`config.mk`:
```
export PLATFORM = sky130hd
export DESIGN_NAME = apu_pulse_channel
export DESIGN_NICKNAME = d
export VERILOG_FILES = /design/src/rtl/apu_pkg.sv /design/src/rtl/apu_envelope.sv /design/src/rtl/apu_pulse_channel.sv
export SDC_FILE = /design/constraint.sdc
export NUM_CORES = 1
export LEC_CHECK = 0
export BUFFER_PORTS_ARGS = -buffer_cell sky130_fd_sc_hd__buf_2
export CORE_MARGIN = 1
export CORE_UTILIZATION = 60
export CTS_CLUSTER_DIAMETER = 150
export DETAILED_ROUTE_END_ITERATION = 8
export PLACE_DENSITY = 0.82
export SLEW_MARGIN = 40
export SYNTH_ARGS = -nofsm -noshare
export SYNTH_HDL_FRONTEND = slang
export SYNTH_SLANG_ARGS = --single-unit
export TNS_END_PERCENT = 100
```
`constraint.sdc`:
```
create_clock -name clk -period 4.58 [get_ports clk]
set_clock_uncertainty 0.2 [all_clocks]
set_input_delay 0.916 -clock clk [delete_from_list [all_inputs] [get_ports clk]]
set_output_delay 0.916 -clock clk [all_outputs]
set_load 0.02 [all_outputs]
```
`src/rtl/apu_pkg.sv`:
```
// Shared APU definitions: register field layouts, address map, length and duty lookup tables.
package apu_pkg;

  localparam int unsigned VOL_BITS  = 4;
  localparam int unsigned LEN_IDX_W = 5;

  typedef logic [VOL_BITS-1:0] vol_t;

  localparam logic [1:0] ADDR_CTRL   = 2'd0;
  localparam logic [1:0] ADDR_SWEEP  = 2'd1;
  localparam logic [1:0] ADDR_TMR_LO = 2'd2;
  localparam logic [1:0] ADDR_TMR_HI = 2'd3;

  typedef struct packed {
    logic [1:0] duty;
    logic       halt;
    logic       cst;
    vol_t       v;
  } ctrl_reg_t;

  typedef struct packed {
    logic       en;
    logic [2:0] period;
    logic       neg;
    logic [2:0] shift;
  } sweep_reg_t;

  typedef struct packed {
    logic [LEN_IDX_W-1:0] len_idx;
    logic [2:0]           period_hi;
  } tmr_hi_reg_t;

  localparam logic [7:0] LEN_TABLE [32] = '{
    8'd10,  8'd254, 8'd20,  8'd2,   8'd40,  8'd4,   8'd80,  8'd6,
    8'd160, 8'd8,   8'd60,  8'd10,  8'd14,  8'd12,  8'd26,  8'd14,
    8'd12,  8'd16,  8'd24,  8'd18,  8'd48,  8'd20,  8'd96,  8'd22,
    8'd192, 8'd24,  8'd72,  8'd26,  8'd16,  8'd28,  8'd32,  8'd30
  };

  // Bit n of each row is the waveform level at sequencer index n.
  localparam logic [7:0] DUTY_TABLE [4] = '{
    8'b0100_0000, 8'b0110_0000, 8'b0111_1000, 8'b1001_1111
  };

  function automatic logic duty_bit(input logic [1:0] duty, input logic [2:0] seq);
    logic [7:0] row;
    row = DUTY_TABLE[duty];
    return row[seq];
  endfunction

endpackage

```
`src/rtl/apu_envelope.sv`:
```
// Envelope generator: start flag, divider and 15-to-0 decay counter with optional loop.
module apu_envelope #(
  parameter int unsigned VOL_W = 4
) (
  input  logic             clk_i,
  input  logic             reset_i,
  input  logic             quarter_frame_i,
  input  logic             start_set_i,
  input  logic             loop_i,
  input  logic [VOL_W-1:0] v_i,
  output logic [VOL_W-1:0] decay_o
);

  logic             start_q, start_d;
  logic [VOL_W-1:0] div_q, div_d;
  logic [VOL_W-1:0] decay_q, decay_d;

  // A start request arriving with a quarter-frame lands after that frame step.
  always_comb begin
    start_d = start_q;
    div_d   = div_q;
    decay_d = decay_q;
    if (quarter_frame_i) begin
      if (start_q) begin
        start_d = 1'b0;
        div_d   = v_i;
        decay_d = '1;
      end else if (div_q == '0) begin
        div_d = v_i;
        if (decay_q != '0) begin
          decay_d = decay_q - VOL_W'(1);
        end else if (loop_i) begin
          decay_d = '1;
        end
      end else begin
        div_d = div_q - VOL_W'(1);
      end
    end
    if (start_set_i) begin
      start_d = 1'b1;
    end
  end

  always_ff @(posedge clk_i) begin
    if (reset_i) begin
      start_q <= 1'b0;
      div_q   <= '0;
      decay_q <= '0;
    end else begin
      start_q <= start_d;
      div_q   <= div_d;
      decay_q <= decay_d;
    end
  end

  assign decay_o = decay_q;

endmodule

```
`src/rtl/apu_pulse_channel.sv`:
```
// NES-style pulse channel: timer, duty sequencer, envelope, sweep with mute, length counter.
module apu_pulse_channel
  import apu_pkg::*;
#(
  parameter int unsigned CHANNEL = 0,
  parameter int unsigned TIMER_W = 11,
  parameter int unsigned VOL_W   = 4,
  parameter int unsigned LEN_W   = 8
) (
  input  logic             clk,
  input  logic             reset,
  input  logic             apu_tick,
  input  logic             quarter_frame,
  input  logic             half_frame,
  input  logic             wr_en,
  input  logic [1:0]       wr_addr,
  input  logic [7:0]       wr_data,
  input  logic             chan_en,
  output logic [VOL_W-1:0] vol,
  output logic             len_active
);

  localparam int unsigned TW1  = TIMER_W + 1;
  localparam int unsigned HI_W = TIMER_W - 8;
  // Pulse 1 negates in ones' complement, which subtracts one extra.
  localparam logic [TIMER_W:0] NEG_BIAS = (CHANNEL == 0) ? TW1'(1) : TW1'(0);

  ctrl_reg_t          ctrl_q, ctrl_d;
  sweep_reg_t         sweep_q, sweep_d;
  logic               reload_q, reload_d;
  logic [2:0]         sdiv_q, sdiv_d;
  logic [TIMER_W-1:0] period_q, period_d;
  logic [TIMER_W-1:0] cnt_q, cnt_d;
  logic [2:0]         seq_q, seq_d;
  logic [LEN_W-1:0]   len_q, len_d;
  logic [VOL_W-1:0]   vol_q, vol_d;
  logic               len_active_q, len_active_d;

  logic               wr_ctrl_c, wr_sweep_c, wr_lo_c, wr_hi_c;
  tmr_hi_reg_t        hi_c;
  logic [TIMER_W:0]   period_ext_c, delta_c, target_c;
  logic               mute_c;
  logic [VOL_W-1:0]   env_decay_c;

  assign wr_ctrl_c  = wr_en && (wr_addr == ADDR_CTRL);
  assign wr_sweep_c = wr_en && (wr_addr == ADDR_SWEEP);
  assign wr_lo_c    = wr_en && (wr_addr == ADDR_TMR_LO);
  assign wr_hi_c    = wr_en && (wr_addr == ADDR_TMR_HI);
  assign hi_c       = tmr_hi_reg_t'(wr_data);

  apu_envelope #(
    .VOL_W(VOL_W)
  ) u_env (
    .clk_i          (clk),
    .reset_i        (reset),
    .quarter_frame_i(quarter_frame),
    .start_set_i    (wr_hi_c),
    .loop_i         (ctrl_q.halt),
    .v_i            (VOL_W'(ctrl_q.v)),
    .decay_o        (env_decay_c)
  );

  // Sweep target is one bit wider so add-mode overflow shows up in the top bit.
  always_comb begin
    period_ext_c = {1'b0, period_q};
    delta_c      = period_ext_c >> sweep_q.shift;
    if (sweep_q.neg) begin
      target_c = period_ext_c - delta_c - NEG_BIAS;
    end else begin
      target_c = period_ext_c + delta_c;
    end
    mute_c = (period_q < TIMER_W'(8)) || (!sweep_q.neg && target_c[TIMER_W]);
  end

  // Frame-driven updates use current state; register writes are applied afterwards and win.
  always_comb begin
    ctrl_d       = ctrl_q;
    sweep_d      = sweep_q;
    reload_d     = reload_q;
    sdiv_d       = sdiv_q;
    period_d     = period_q;
    cnt_d        = cnt_q;
    seq_d        = seq_q;
    len_d        = len_q;
    vol_d        = '0;
    len_active_d = (len_q != '0);

    if (apu_tick) begin
      if (cnt_q == '0) begin
        cnt_d = period_q;
        seq_d = seq_q - 3'd1;
      end else begin
        cnt_d = cnt_q - TIMER_W'(1);
      end
    end

    if (half_frame) begin
      if ((sdiv_q == '0) && sweep_q.en && (sweep_q.shift != '0) && !mute_c) begin
        period_d = target_c[TIMER_W-1:0];
      end
      if ((sdiv_q == '0) || reload_q) begin
        sdiv_d   = sweep_q.period;
        reload_d = 1'b0;
      end else begin
        sdiv_d = sdiv_q - 3'd1;
      end
      if (!ctrl_q.halt && (len_q != '0)) begin
        len_d = len_q - LEN_W'(1);
      end
    end

    if (wr_ctrl_c) begin
      ctrl_d = ctrl_reg_t'(wr_data);
    end
    if (wr_sweep_c) begin
      sweep_d  = sweep_reg_t'(wr_data);
      reload_d = 1'b1;
    end
    if (wr_lo_c) begin
      period_d[7:0] = wr_data;
    end
    if (wr_hi_c) begin
      period_d[TIMER_W-1:8] = HI_W'(hi_c.period_hi);
      seq_d                 = '0;
      if (chan_en) begin
        len_d = LEN_W'(LEN_TABLE[hi_c.len_idx]);
      end
    end
    if (!chan_en) begin
      len_d = '0;
    end

    if (!mute_c && (len_q != '0) && duty_bit(ctrl_q.duty, seq_q)) begin
      vol_d = ctrl_q.cst ? VOL_W'(ctrl_q.v) : env_decay_c;
    end
  end

  always_ff @(posedge clk) begin
    if (reset) begin
      ctrl_q       <= '0;
      sweep_q      <= '0;
      reload_q     <= 1'b0;
      sdiv_q       <= '0;
      period_q     <= '0;
      cnt_q        <= '0;
      seq_q        <= '0;
      len_q        <= '0;
      vol_q        <= '0;
      len_active_q <= 1'b0;
    end else begin
      ctrl_q       <= ctrl_d;
      sweep_q      <= sweep_d;
      reload_q     <= reload_d;
      sdiv_q       <= sdiv_d;
      period_q     <= period_d;
      cnt_q        <= cnt_d;
      seq_q        <= seq_d;
      len_q        <= len_d;
      vol_q        <= vol_d;
      len_active_q <= len_active_d;
    end
  end

  assign vol        = vol_q;
  assign len_active = len_active_q;

endmodule
```
# ---- Word-level counts from Yosys, hierarchy flattened
# Memories as Yosys holds them, arrays and structs flattened.
# Cells that the tools add are included.
dict set report word_totals {
  input_bits 17
  ff_bits 67
  output_inout_bits 5
  mem_count 1
  romBits 256
  wordCells 113
}
dict set report classes {
  magnitude_cmp 4
  n_mux 29
  n_eq_ne 3
  addsub 9
  n_reduce_logical 42
  bitwise_logic 4
  shifts 1
}
# memory depth word_bits rd rd_ports_with_merged_regs write_ports line
set mem_list {}
lappend mem_list {{(name not given)} 32 8 1 0 0 apu_pulse_channel.sv:126} ;# len_d = LEN_W'(LEN_TABLE[hi_c.len_idx]);
# cell count
set ops {}
lappend ops {{8-bit two-way mux} 8}
lappend ops {{11-bit two-way mux} 3}
lappend ops {{4-bit two-way mux} 7}
lappend ops {{2-bit nonzero test} 9}
lappend ops {{8-bit binary-select mux with 2-bit select} 1}
lappend ops {{11-bit by 12-bit adder with 12-bit output} 1}
lappend ops {{12-bit two-way mux} 1}
lappend ops {{11-bit by 3-bit >> shifter with 12-bit output} 1}
lappend ops {{11-bit by 12-bit subtractor with 12-bit output} 1}
lappend ops {{12-bit by 1-bit subtractor with 12-bit output, second input constant} 1}
lappend ops {{1-bit logical AND} 11}
lappend ops {{11-bit logical NOT} 1}
lappend ops {{11-bit by 4-bit less-than comparator with 1-bit output, second input constant} 1}
lappend ops {{11-bit by 1-bit subtractor with 11-bit output, second input constant} 1}
lappend ops {{2-bit AND reduction} 5}
lappend ops {{8-bit nonzero test} 1}
lappend ops {{4-bit by 1-bit subtractor with 4-bit output, second input constant} 2}
lappend ops {{8-bit by 1-bit subtractor with 8-bit output, second input constant} 1}
lappend ops {{6-bit >= comparator, second input constant} 1}
lappend ops {{1-bit two-way mux} 6}
lappend ops {{3-bit two-way mux} 2}
lappend ops {{5-bit NOT with 6-bit output} 1}
lappend ops {{3-bit nonzero test} 2}
lappend ops {{2-bit OR reduction} 3}
lappend ops {{15 further kinds} 21}

# ---- Depth between registers and ports, before layout
dict set report depth {
  ltp_word 11
  depth_mapped 16
  mapped_depth_nobuf 14
}

# ---- Hierarchy
# From an unflattened synthesis, not the netlist that was laid out.
dict set report unflattened {
  hier_cells 639
  area_unflattened_um2 5021.1
}
# mod seq_area_each_um2 cells_per_inst instances area_each_um2
set modules_own_cells {}
lappend modules_own_cells {apu_pulse_channel 1161.1 578 1 4486.8}
lappend modules_own_cells {apu_envelope 180.2 61 1 534.3}

# ---- Worst setup path before layout
# Ideal clock, no wire load.
dict set report synth_timing {
  path_type {register to register}
  start {register sweep_q[1] (netlist name)}
  end {register vol_q[0], in the netlist vol[0]}
  path_stages_with_launch 14
  t_required_ns 4.315
  n_path_buf 2
  synth_period_minus_slack_ns 3.686
  arrival_time_ns 3.421
  path_slack_ns 0.894
  setup_time_ns 0.065
  path_cell_list {dfxtp_1 clkbuf_1 buf_1 mux2i_1 mux2i_1 a21oi_1 inv_1 ha_1 or2_2 o211ai_1 a31o_2 nand2_1 or4b_2 nor2_1}
}
dict set report synth_via {
  elab_chain_len 11
}
# element line
set synth_rtl {}
lappend synth_rtl {{from (decl)} apu_pulse_channel.sv:29} ;# sweep_reg_t sweep_q, sweep_d;
lappend synth_rtl {{from (signal assigned)} apu_pulse_channel.sv:152} ;# sweep_q <= sweep_d;
lappend synth_rtl {{11-bit by 3-bit >> shifter with 12-bit output *} apu_pulse_channel.sv:66} ;# delta_c = period_ext_c >> sweep_q.shift;
lappend synth_rtl {{11-bit by 12-bit subtractor with 12-bit output} apu_pulse_channel.sv:68} ;# target_c = period_ext_c - delta_c - NEG_BIAS;
lappend synth_rtl {{12-bit by 1-bit subtractor with 12-bit output} apu_pulse_channel.sv:68}
lappend synth_rtl {{12-bit two-way mux *} apu_pulse_channel.sv:67} ;# if (sweep_q.neg) begin
lappend synth_rtl {{1-bit logical AND *} apu_pulse_channel.sv:72} ;# mute_c = (period_q < TIMER_W'(8)) || (!sweep_q.neg && target_c[TIMER_W]);
lappend synth_rtl {{1-bit logical OR *} apu_pulse_channel.sv:72}
lappend synth_rtl {{1-bit logical NOT *} apu_pulse_channel.sv:133} ;# if (!mute_c && (len_q != '0) && duty_bit(ctrl_q.duty, seq_q)) begin
lappend synth_rtl {{1-bit logical AND * (2 in a row)} apu_pulse_channel.sv:133}
lappend synth_rtl {{1-bit NOT (no source line) *} n/a}
lappend synth_rtl {{2-bit OR reduction (no source line) *} n/a}
lappend synth_rtl {{to (signal assigned)} apu_pulse_channel.sv:159} ;# vol_q <= vol_d;
lappend synth_rtl {{to (decl)} apu_pulse_channel.sv:36} ;# logic [VOL_W-1:0] vol_q, vol_d;
# Every way passes the cells marked *; elsewhere a longest branch is shown, timed or not.
# A chain may end at the register's enable or synchronous reset.

# ---- Worst setup path after layout
dict set report layout_timing {
  start {register sweep_q[1] (netlist name)}
  end {register vol_q[3], in the netlist vol[3]}
}
# The elaborated chain is that of the path after synthesis.

==> run summary <==
Antenna cells = 0
CTS tree = yes
# fillers = 648
GRT Resource Usage Total = 0.3008
Root buf cell = clkbuf_8
I/O pins = 22
Core Box Area = 7888 um2
Share of total power in combinational logic = 0.420
CP endpoint kind = register
Max Cap Violations = 0
Largest net degree at the start of global routing = 49
Pwr Density = 399.5 nW/um2
Leak pwr = 2.181 nW
Maximum fanout along the worst path = 16
Period utilization = 0.8714
Mean Syn Cell Area = 7.778 um2
Clock latency on the worst-skew pair = 0.34 ns
Setup TNS = 0 ns
Post-CTS Resized = 0
Sw Share = 0.3936
CP delay by family, top = simple AND/OR/NAND/NOR gates
Final wirelength = 12560 um
Setup bufs post-CTS = 0
Setup-failing EPs final = 0
Htree depth = 3
Largest family of logic cells by synthesized area = simple AND/OR/NAND/NOR gates
Chip Height = 93.30 um
DR vias/cell = 6.353
Clock power share = 0.203
Hpwl dp = 9270 um
Complex-gate fraction of the synthesized area = 0.2254
Top_reg_cell synth = dfxtp_1
Area contributors post-synth = dfxtp_1, ha_1, mux2i_1, nor2_1, a21oi_1
Max Freq = 0.2506 GHz
Most Frequent Cell on Critical Path = mux2i_1
Clock slew seen by the registers of the worst setup and hold paths = 0.07 ns
Site row count = 32
Vias in the first global route = 4489
Layout cell share with drive strength beyond 1 = 0.09245
Total number of vias = 4771
Mux share of post-synthesis cell area = 0.09082
Antenna viol nets, final = 0
Residual DRC count = 0
Hold Path Class = reg -> reg
CTS Hold Bufs = 0
Synth warn = 0
Drt initial violations = 480
Cell area after synthesis = 5001 um2
Die width = 93.30 um
Sink Count = 67
P&R area growth vs syn = 5.654%
Buf/Inv on CP = 1
GR Overflow Total = 0
Net switching power = 831.0 uW
Clock Tree Buf Depth = 2
Max IR drop VDD = 258.2 uV
Seq pwr share = 0.376
Minimum clock period after layout = 3.991 ns
P_int = 1.280 mW
Initial core utilization = 0.6340
Final #Nets = 701
Count of different cell masters after synthesis = 62
Avg WL per Cell = 16.73 um
Syn Nets = 699
RePlAce Congestion = 0.9247
Seq cells post-synth = 67
Adder-cell area share of the yosys netlist = 0.1006
Slew Limit Fails = 0
Hold_ws = 0.2930 ns
FFs w/ async S/R, synth = 0
Die area = 8704 um2
First-pass GRT wire length = 20760 um
Simple-Gate Fraction of Synth Area = 0.2287
Unrepaired setup endpoints after global routing = no
Total Power = 2.111 mW
Xor/xnor share of the synthesized area = 0.02452
EDFF count, synth = 0
Critical path's slowest cell = dfxtp_1
Leading area contributor after synthesis = dfxtp_1
Worst EP arrival = 4.07 ns
Worst reg2reg setup slack = 0.59 ns
Critical path type = reg -> reg
Critical Path Max Stage Delay = 0.75 ns
Num CTS Buffers = 9
Number of port buffers = 21
Worst EP required = 4.66 ns
Crit-path cells = mux2i_1 -> mux2i_1 -> a21oi_1 -> inv_1 -> ha_1 -> or2_2 -> o211ai_1 -> a31o_2 -> nand2_1 -> or4b_2 -> nor2_1
CP startpoint kind = register
Antenna violations before repair = 0
Final Hold Fails = 0
Sequential area share after synthesis = 0.2682
Cells after Synth = 643
Pre-antenna DRT Iters = 5
Yosys top cell area share = 0.2682
Status = completed
Worst rel slew slack = 0.4805
Worst Max-Slew Pin Slew = 0.7782 ns
[kinds of logic after synthesis]
kind of cell | Yosys count
AND/OR/NAND/NOR | 229
AO/OA/AOI/OAI | 173
buffers and inverters | 77
flip-flops | 67
multiplexers | 44
adder cells (fa/ha/maj) | 39
XOR/XNOR | 14
[power by group through the flow]
stage | Combinational [mW] | Clock (mW) | Sequential, mW
2_1_floorplan | 0.709 | 0 | 0.772
3_3_place_gp | 0.823 | 0 | 0.797
3_5_place_dp | 0.859 | 0 | 0.804
4_1_cts | 0.866 | 0.437 | 0.790
5_1_grt | 0.998 | 0.465 | 0.810
6_report | 0.887 | 0.429 | 0.794
[per-layer routing]
metal	global-route usage	part of all wire
met1	0.3719	0.43
met2	0.5110	0.48
met3	0.05935	0.067
met4	0.1205	0.027
met5	0	0
[layout make-up]
cell class / instances / area [um2] / share of cell area
timing repair buffer: 22 / 115.1 / 0.02179
multi-input combinational: 499 / 3359 / 0.6358
sequential: 67 / 1341 / 0.2538
tap: 102 / 127.6 / 0.02415
clock buffer: 10 / 137.6 / 0.02605
inverter: 46 / 172.7 / 0.03268
clock inverter: 5 / 30.03 / 0.005683
[final timing paths]
path / start / endpoint / depth (start not counted)
max: sweep_q[1]$_SDFFE_PP0P_ / vol[3]$_SDFF_PP0_ / 11
min: cnt_q[2]$_SDFFE_PP0P_ / cnt_q[2]$_SDFFE_PP0P_ / 2
max reg2reg: sweep_q[1]$_SDFFE_PP0P_ / vol[3]$_SDFF_PP0_ / 11
min reg2reg: cnt_q[2]$_SDFFE_PP0P_ / cnt_q[2]$_SDFFE_PP0P_ / 2
[Yosys cell counts, types with 6 or more instances]
| library cell | number |
|---|---|
| nor2_1 | 77 |
| dfxtp_1 | 67 |
| a21oi_1 | 49 |
| inv_1 | 45 |
| nand2_1 | 43 |
| mux2i_1 | 42 |
| o21ai_0 | 38 |
| ha_1 | 37 |
| clkbuf_1 | 26 |
| nor3_1 | 22 |
| nand3_1 | 15 |
| nand2b_1 | 13 |
| xnor2_1 | 11 |
| nor2b_1 | 10 |
| a211oi_1 | 8 |
| or3_1 | 8 |
| a22oi_1 | 7 |
| a31oi_1 | 7 |
| o211ai_1 | 7 |
| a41oi_1 | 6 |
| o21a_1 | 6 |
| o22ai_1 | 6 |
| o31ai_1 | 6 |
[sequential cells by signal, summed over array words and instances (netlist names)]
register       count
cnt_q             11
period_q          11
ctrl_q             8
len_q              8
sweep_q            8
u_env.decay_o      4
u_env.div_q        4
vol                4
sdiv_q             3
seq_q              3
len_active         1
reload_q           1
u_env.start_q      1
[placed cells by master, fill, tap and decap left out, types with 5 or more instances in the layout]
cell       n
a22oi_1    7
o21ai_0   38
a31oi_1    7
nor2b_1   10
nor3b_1    5
clkbuf_8  10
o211ai_1   7
or3_1      8
nand2b_1  13
nor4_1     5
a211oi_1   8
o31ai_1    6
a41oi_1    6
o22ai_1    6
o21a_1     6
ha_1      37
mux2i_1   42
xnor2_1   11
nor3_1    22
inv_1     45
a21oi_1   49
o32ai_1    5
buf_2     20
nand3_1   15
nor2_1    77
nand2_1   43
dfxtp_1   67
or2_2      5
[worst reg2reg max path, cell delays in order, from the launching register on]
cell and delay [ns]:
dfxtp_1 0.75, mux2i_1 0.38, mux2i_1 0.15, a21oi_1 0.32, inv_1 0.13, ha_1 0.21, or2_2 0.27, o211ai_1 0.36
a31o_2 0.25, nand2_1 0.06, or4b_2 0.72, nor2_1 0.13
[stage by stage]
stage / util / worst slack, ns / instances / instance area, um2
global route: 0.6699 / 0.4113 / 751 / 5284
CTS: 0.6685 / 0.6470 / 751 / 5273
global placement: 0.6472 / 0.8730 / 736 / 5105
floorplan: - / 0.8944 / 643 / 5001
detailed placement: 0.6472 / 0.6781 / 736 / 5105
finish: 0.6699 / 0.5891 / 751 / 5284
(Power assumes the default switching activity.)
